[src/rtl/conv_axis_out.sv]
// conv_axis_out: output stage of the 3x3 convolution core.
// Buffers the core's free-running pixel stream in a small FWFT FIFO and
// presents it as an AXI4-Stream master. It counts the pixels of each frame,
// tags the last one with TLAST, pulses frame_done and flags dropped pixels.
// Optional feature macro: CONV_AXIS_TUSER_SOF_EN adds m_axis_tuser, which is
// high on the first pixel of each frame.
module conv_axis_out #(
  parameter int unsigned M      = 480,
  parameter int unsigned N      = 640,
  parameter int unsigned K      = 3,
  parameter int unsigned DEPTH  = 16,
  parameter int unsigned DATA_W = 32
) (
  input  logic                     clk,
  input  logic                     reset,
  input  logic                     start,
  input  logic [DATA_W-1:0]        in_data,
  input  logic                     in_valid,
  output logic [DATA_W-1:0]        m_axis_tdata,
  output logic                     m_axis_tvalid,
  input  logic                     m_axis_tready,
  output logic                     m_axis_tlast,
`ifdef CONV_AXIS_TUSER_SOF_EN
  output logic                     m_axis_tuser,
`endif
  output logic                     overflow,
  output logic                     frame_done,
  output logic [$clog2(DEPTH):0]   level
);

  localparam int unsigned FRAME_PIX = (M - K + 1) * (N - K + 1);
  localparam int unsigned AW        = $clog2(DEPTH);
  localparam int unsigned LW        = AW + 1;
  localparam int unsigned CNT_W     = (FRAME_PIX > 1) ? $clog2(FRAME_PIX) : 1;
`ifdef CONV_AXIS_TUSER_SOF_EN
  localparam int unsigned TAG_W     = 2;
`else
  localparam int unsigned TAG_W     = 1;
`endif
  localparam int unsigned FW        = DATA_W + TAG_W;

  typedef enum logic [1:0] {IDLE, RUN, DRAIN, DONE} state_t;

  state_t            state;
  logic [FW-1:0]     mem [DEPTH];
  logic [AW-1:0]     wr_ptr;
  logic [AW-1:0]     rd_ptr;
  logic [LW-1:0]     count;
  logic [CNT_W-1:0]  push_cnt;
  logic              last_dropped;

  logic              full;
  logic              empty;
  logic              pop;
  logic              accept;
  logic              drop;
  logic              abort;
  logic              is_last_pix;
  logic [FW-1:0]     head;
  logic [FW-1:0]     wr_word;

  // FIFO status, handshake qualifiers and the word to be written
  always_comb begin
    full        = (count == LW'(DEPTH));
    empty       = (count == '0);
    head        = mem[rd_ptr];
    pop         = ~empty & m_axis_tready;
    is_last_pix = (push_cnt == CNT_W'(FRAME_PIX - 1));
    // A pop on a full FIFO frees the slot the incoming pixel needs
    accept      = (state == RUN) & start & in_valid & (~full | pop);
    drop        = (state == RUN) & start & in_valid & full & ~pop;
    abort       = ~start & ((state == RUN) | (state == DRAIN));
    wr_word     = '0;
    wr_word[DATA_W-1:0] = in_data;
    wr_word[DATA_W]     = is_last_pix;
`ifdef CONV_AXIS_TUSER_SOF_EN
    wr_word[DATA_W+1]   = (push_cnt == '0);
`endif
  end

  // FWFT head drives the stream; gated to zero while the FIFO is empty
  assign m_axis_tvalid = ~empty;
  assign m_axis_tdata  = empty ? '0 : head[DATA_W-1:0];
  assign m_axis_tlast  = ~empty & head[DATA_W];
`ifdef CONV_AXIS_TUSER_SOF_EN
  assign m_axis_tuser  = ~empty & head[DATA_W+1];
`endif
  assign level         = count;

  // FIFO storage; no reset needed since reads are gated by occupancy
  always_ff @(posedge clk) begin
    if (accept) begin
      mem[wr_ptr] <= wr_word;
    end
  end

  // FIFO pointers and occupancy; an abort flushes everything
  always_ff @(posedge clk) begin
    if (reset || abort) begin
      wr_ptr <= '0;
      rd_ptr <= '0;
      count  <= '0;
    end else begin
      if (accept) begin
        wr_ptr <= wr_ptr + AW'(1);
      end
      if (pop) begin
        rd_ptr <= rd_ptr + AW'(1);
      end
      count <= count + LW'(accept) - LW'(pop);
    end
  end

  // Frame FSM: pixel counting, overflow flag and completion pulse
  always_ff @(posedge clk) begin
    if (reset) begin
      state        <= IDLE;
      push_cnt     <= '0;
      last_dropped <= 1'b0;
      overflow     <= 1'b0;
      frame_done   <= 1'b0;
    end else begin
      frame_done <= 1'b0;
      case (state)
        IDLE: begin
          if (start) begin
            state        <= RUN;
            push_cnt     <= '0;
            last_dropped <= 1'b0;
            overflow     <= 1'b0;
          end
        end
        RUN: begin
          if (!start) begin
            state        <= IDLE;
            push_cnt     <= '0;
            last_dropped <= 1'b0;
          end else if (accept || drop) begin
            // Dropped pixels still count so TLAST stays frame-aligned
            push_cnt <= push_cnt + CNT_W'(1);
            if (drop) begin
              overflow <= 1'b1;
            end
            if (is_last_pix) begin
              state <= DRAIN;
              if (drop) begin
                last_dropped <= 1'b1;
              end
            end
          end
        end
        DRAIN: begin
          if (!start) begin
            state        <= IDLE;
            push_cnt     <= '0;
            last_dropped <= 1'b0;
          end else if ((pop && head[DATA_W]) || (last_dropped && empty)) begin
            // Without a tagged word to wait for, an empty FIFO ends the frame
            state      <= DONE;
            frame_done <= 1'b1;
          end
        end
        DONE: begin
          state        <= IDLE;
          push_cnt     <= '0;
          last_dropped <= 1'b0;
        end
        default: begin
          state <= IDLE;
        end
      endcase
    end
  end

endmodule

[config.mk]
export PLATFORM = sky130hd
export DESIGN_NAME = conv_axis_out
export DESIGN_NICKNAME = d
export VERILOG_FILES = /design/src/rtl/conv_axis_out.sv
export SDC_FILE = /design/constraint.sdc
export NUM_CORES = 1
export LEC_CHECK = 0
export CAP_MARGIN = 20
export CORE_AREA = 2 2 206 208
export DETAILED_ROUTE_END_ITERATION = 6
export DIE_AREA = 0 0 208 210
export GPL_TIMING_DRIVEN = 0
export PLACE_DENSITY = 0.71
export SLEW_MARGIN = 20
export SYNTH_ARGS = -nofsm -noshare
export SYNTH_HDL_FRONTEND = slang
export SYNTH_SLANG_ARGS = --single-unit
export TNS_END_PERCENT = 5
[constraint.sdc]
create_clock -name clk -period 10.6 [get_ports clk]
set_input_delay 1.59 -clock clk [delete_from_list [all_inputs] [get_ports clk]]
set_output_delay 1.59 -clock clk [all_outputs]
set_load 0.01 [all_outputs]
* Word-level counts from Yosys, hierarchy flattened *
Memories as Yosys holds them, arrays and structs flattened. A register that Yosys moved wholly into a read port is not among the register bits.
Index checks and enable logic that the tools add are counted.

storage, ports and cells
  register bits after elaboration = 37
  memory bits (writable) = 528
  bits of input ports = 37
  word-level logic and storage cells = 84
  memories = 1

operators by class
  $add $sub $neg = 5
  equality and inequality tests = 14
  multiplexer cells = 28
  bitwise operators = 15
  reduce and logical (&&, ||, !) cells = 13

memories
  name  words  bits a word  rd ports  clocked after memory_dff  wr ports  line  source
  mem   16     33           1         1                         1         45    logic [FW-1:0] mem [DEPTH];

operators by type and width
  operator               count
  $mux 19                4
  $pmux 19 s4            1
  $mux 32                1
  $add 19x1->19 const B  1
  $eq 19x19->1 const B   1
  $mux 2                 6
  $mux 1                 11
  $reduce_and 5->1       2
  $add 4x1->4 const B    2
  $and 1x1->1            8
  $mux 4                 2
  $ne 2x2->1 const B     4
  $pmux 2 s4             1
  $ne 3x2->1 const B     2
  $ne 3x3->1 const B     2
  $add 5x1->5            1
  $eq 5x5->1 const B     1
  $logic_not 5->1        1
  $not 1->1              5
  $sub 5x1->5            1
  $eq 2x2->1 const B     2
  $pmux 1 s4             1
  $reduce_and 4->1       1
  $logic_or 1x1->1       3
  9 further kinds        11

* Longest topological paths before layout *
Gate-level depths: netlist of run 1.

  depth in word-level cells = 10
  depth in mapped cells = 16

* Worst setup path after synthesis of run 1 *
Ideal clock, no wire load.

  path kind = input -> register
  start point = in start
  end point = mem mem[3][0] in the netlist's numbering (enable)
  setup time = 464 ps
  arrival time = 4880 ps
  required time = 10136 ps
  path slack = 5256 ps
  stages on the path = 5
  path buffers = 1
  path through = clkbuf_1 > nand2_1 > nor3b_2 > nand2_1 > nor3_1

on the way
  longest elaborated chain between the ends = 5

ends and longest elaborated chain
  what                          line  source
  start, declared               16    input logic start,
  $and 1x1->1 (3 in a row)      70    accept = (state == RUN) & start & in_valid & (~full | pop);
  $mux 1                        92    if (accept) begin
  $mux 1 (implied by the code)  93    mem[wr_ptr] <= wr_word;
  end, declared                 45

Every way passes these cells.

==> summary.md, run 1 <==
| Metric | Value |
|---|---|
| Final antenna diode count | `0` |
| GRT Overall Usage | `22.2%` |
| Arrival time at the worst endpoint | `3.99 ns` |
| Cell Area, Synth | `22100 um2` |
| Number of global-route vias before repair | `about 11000` |
| Setup Total Neg Slack | `0 ns` |
| Rows | `75` |
| Global-route wire length before repair | `between 70000 and 80000 um` |
| Die Wd | `208 um` |
| Multi-input gate area | `about 5300 um2` |
| Reg2reg end | `mem[3][20]` |
| CTS Sinks | `between 500 and 600` |
| Worst Hold Depth | `2` |
| FILL cells | `2827` |
| Final setup violation count | `0` |
| Syn avg cell area | `about 21 um2` |
| WHS Endpoint | `push_cnt[1]` |
| Register area | `16700 um2` |
| Outcome | `finished clean` |
| Gr ovfl total | `0` |
| Worst-case clock skew | `0.00835 ns` |
| Clk Latency, worst-skew pair | `0.60 ns` |
| CTS H-tree lvls | `2` |
| Worst path required time | `9.01 ns` |
| Post-Synthesis Net Count | `around 1100` |
| Setup crit end kind | `output port` |
| DIE AREA | `43700 um2` |
| Min-delay src | `push_cnt[1]` |
| Gate Count Post-Synth | `1036` |
| # IOs | `78` |
| Pin slew with the least headroom to its limit | `1.02 ns` |
| Pwr dens | `209 nW/um2` |
| Most frequent cell after synthesis | `edfxtp_1` |
| Port bufs | `76` |
| Utilization after layout | `62.8%` |
| Initial antenna violation count | `1` |
| Routed wirelength normalized by instance count | `~27 um` |
| Root Buffer | `clkbuf_16` |
| RePlAce Congestion | `between 0.7 and 0.8` |
| HP Class | `flop to flop` |
| Hold_buf cts | `0` |
| Worst-path cell chain | `buf_2, clkbuf_1, clkbuf_1, mux4_2, mux4_2, and2_1, clkdlybuf4s50_1` |
| CTS tree | `done` |
| Post-DRT Antenna Nets | `0` |
| First-pass DRT Iterations | `5` |
| Peak supply drop | `0.172 mV` |
| Critical Path Max Stage Delay | `0.82 ns` |
| Vias | `10707` |
| Slew headroom | `32.2%` |
| Netlist cell types | `47` |
| Predominant post-synthesis flop cell | `edfxtp_1` |
| Clock Tree Buf Depth | `3` |
| Period Utilization, post-route | `52.7%` |
| Share of layout cells above drive strength 1 | `between 20% and 30%` |
| Area Overhead vs Synth | `17.6%` |
| CP startpoint kind | `flop` |
| Top cells by count, synth | `edfxtp_1, mux4_2, nor2_1` |
| Ys async rst share | `0%` |
| Worst r2r path cells | `10` |
| Upper clock frequency limit | `0.179 GHz` |
| Worst-path maximum fanout | `10` |
| Core Area | `41500 um2` |
| Drt initial violations | `1043` |
| Post-CTS resize count | `0` |
| Power, Total | `around 5.4 mW` |
| Total of warnings raised by yosys | `0` |
| EDFF count, synth | `528` |
| Area leader, netlist | `edfxtp_1` |
| Via-to-Cell Ratio | `about 6` |
| TritonCTS Buffers | `55` |
| Sequential share of the synthesized area | `75.3%` |
| Max Transition Viols Final | `0` |
| Placed cell areas | `24400 um2` |
| Setup CP Type | `flop to output port` |
| Max cap viols | `0` |
| Synth top area cells | `edfxtp_1, mux4_2, dfxtp_1` |
| Worst R2R Setup Slack | `7.23 ns` |
| CTS clk-pin slew, worst paths | `approximately 0.06 ns` |
| DP Wirelength | `30400 um` |
| Synth Register Bits | `569` |
| Post-route cell area | `~26000 um2` |
| Leak Pwr | `8.09 nW` |
| Critical Path Slowest Stage Cell | `clkbuf_1` |
| Unrepaired setup endpoints after global routing | `no` |
| Die Ht | `210 um` |
| Starting Density | `between 50% and 60%` |
| WL final | `47600 um` |
| Pin count of the biggest net entering global routing | `19` |
| Nets@finish | `between 1000 and 1500` |
| Reg2reg start | `state[1]` |
| Fin. Hold Viols | `0` |
| DRC viols | `0` |
| Postcts setup bufs | `0` |
| Minimum clock period | `around 5.6 ns` |
| Share of the synthesized area in the top cell type | `71.6%` |
-- cells by family (layout without fill, tap and decap cells) --
logic type | count (synthesis) | after routing | share of synthesized area (%)
and+or+nand+nor | 161 | 161 | 3.72
adders and majority gates | 16 | 16 | 0.938
buffers and inverters | 69 | 287 | 1.45
AOI/OAI and AO/OA | 24 | 24 | 0.729
xor gates and xnor gates | 26 | 26 | 1.03
muxes | 171 | 171 | 16.8
DFF | 569 | 569 | 75.3
-- critical path, delay by kind of cell, from the launching register on --
| family | cells | cell delay [ns] |
|---|---|---|
| buffers and inverters | 4 | 1.98 |
| multiplexers | 2 | 0.94 |
| flip-flops | 1 | 0.30 |
| AND/OR/NAND/NOR | 1 | 0.19 |
-- where the power goes --
group | leakage, nW | total (mW) | switching (mW) | internal (mW)
clock network | 0.825 | 1.85 | 0.794 | 1.05
logic | 2.18 | 1.12 | 0.532 | 0.588
registers | 5.08 | 2.48 | 0.0138 | 2.47
-- sequential cells by signal (all words and copies together), names as in the netlist, named ones only --
name / flops
wr_ptr: 4
push_cnt: 19
mem: 528
level: 5
state: 2
frame_done: 1
overflow: 1
rd_ptr: 4
last_dropped: 1
-- how the worst max path moves through the flow --
stage | from | end
after CTS | flop | m_axis_tdata[2]
after floorplan | start | mem[3][0]
final | flop | m_axis_tdata[2]
after global placement | start | mem[3][20]
after detailed placement | flop | m_axis_tdata[17]
after global routing | flop | m_axis_tdata[24]
-- routing by layer --
layer	up-vias	wire length [um]	track usage [%]
met3	83	3270	3.50
met2	405	23800	36.6
met5	-	13	0
li1	4593	-	-
met1	5624	19300	31.1
met4	2	1200	7.19
-- cell type report --
class / instances / area share [%]
Sequential cell: 569 / 64.0
Timing Repair Buffer: 117 / 5.43
Inverter: 20 / 0.288
Buffer: 49 / 0.942
Tap cell: 539 / 2.59
Clock buffer: 69 / 5.53
Clock inverter: 32 / 0.942
Multi-Input combinational cell: 398 / 20.2
-- stage by stage --
| stage | instances | worst slack, ns | hold slack (ns) |
|---|---|---|---|
| finish | 1793 | 5.02 | 0.477 |
| detailed placement | 1692 | 5.65 | 0.472 |
| global placement | 1651 | 1.71 | 0.459 |
| CTS | 1793 | 4.97 | 0.480 |
| global route | 1793 | 4.92 | 0.511 |
| floorplan | 1036 | 5.26 | 0.449 |
-- layout by cell type (no fill, tap or decap), drive strengths merged, types with 2 or more instances in the layout --
master         count
clkbuf            87
inv               21
nand3b             3
xnor2              7
dfxtp             41
a21o               3
nor3               7
nand2             19
ha                15
bufinv             4
or3                2
clkinv            27
o22a               2
nor2              60
nand3              9
a21oi              4
o21ai              5
nor4b              2
a311oi             2
edfxtp           528
and2              34
clkdlybuf4s50     76
nor3b              2
mux2i              7
xor2              19
nand4              7
nand2b             5
nand4bb            3
mux2               3
nor4               3
mux4             161
buf               72
a211oi             2
Power figures use the tool's default switching activity.
==> run 2, diff against run 1 <==
==> constraint.sdc (replaced) <==
create_clock -name clk -period 5.8 [get_ports clk]
set_input_delay 0.87 -clock clk [delete_from_list [all_inputs] [get_ports clk]]
set_output_delay 0.87 -clock clk [all_outputs]
set_load 0.01 [all_outputs]
==> results of run 2 <==
Same layout as run 1 (identical final DEF). Status: finished clean.
Among the figures that moved: setup slack after placement 5.65 ns -> 1.57 ns; setup slack after layout 5.02 ns -> 0.936 ns; register-to-register setup slack 7.23 ns -> 2.43 ns; total power 5.45 mW -> 9.96 mW; worst IR drop on VDD 0.172 mV -> 0.313 mV
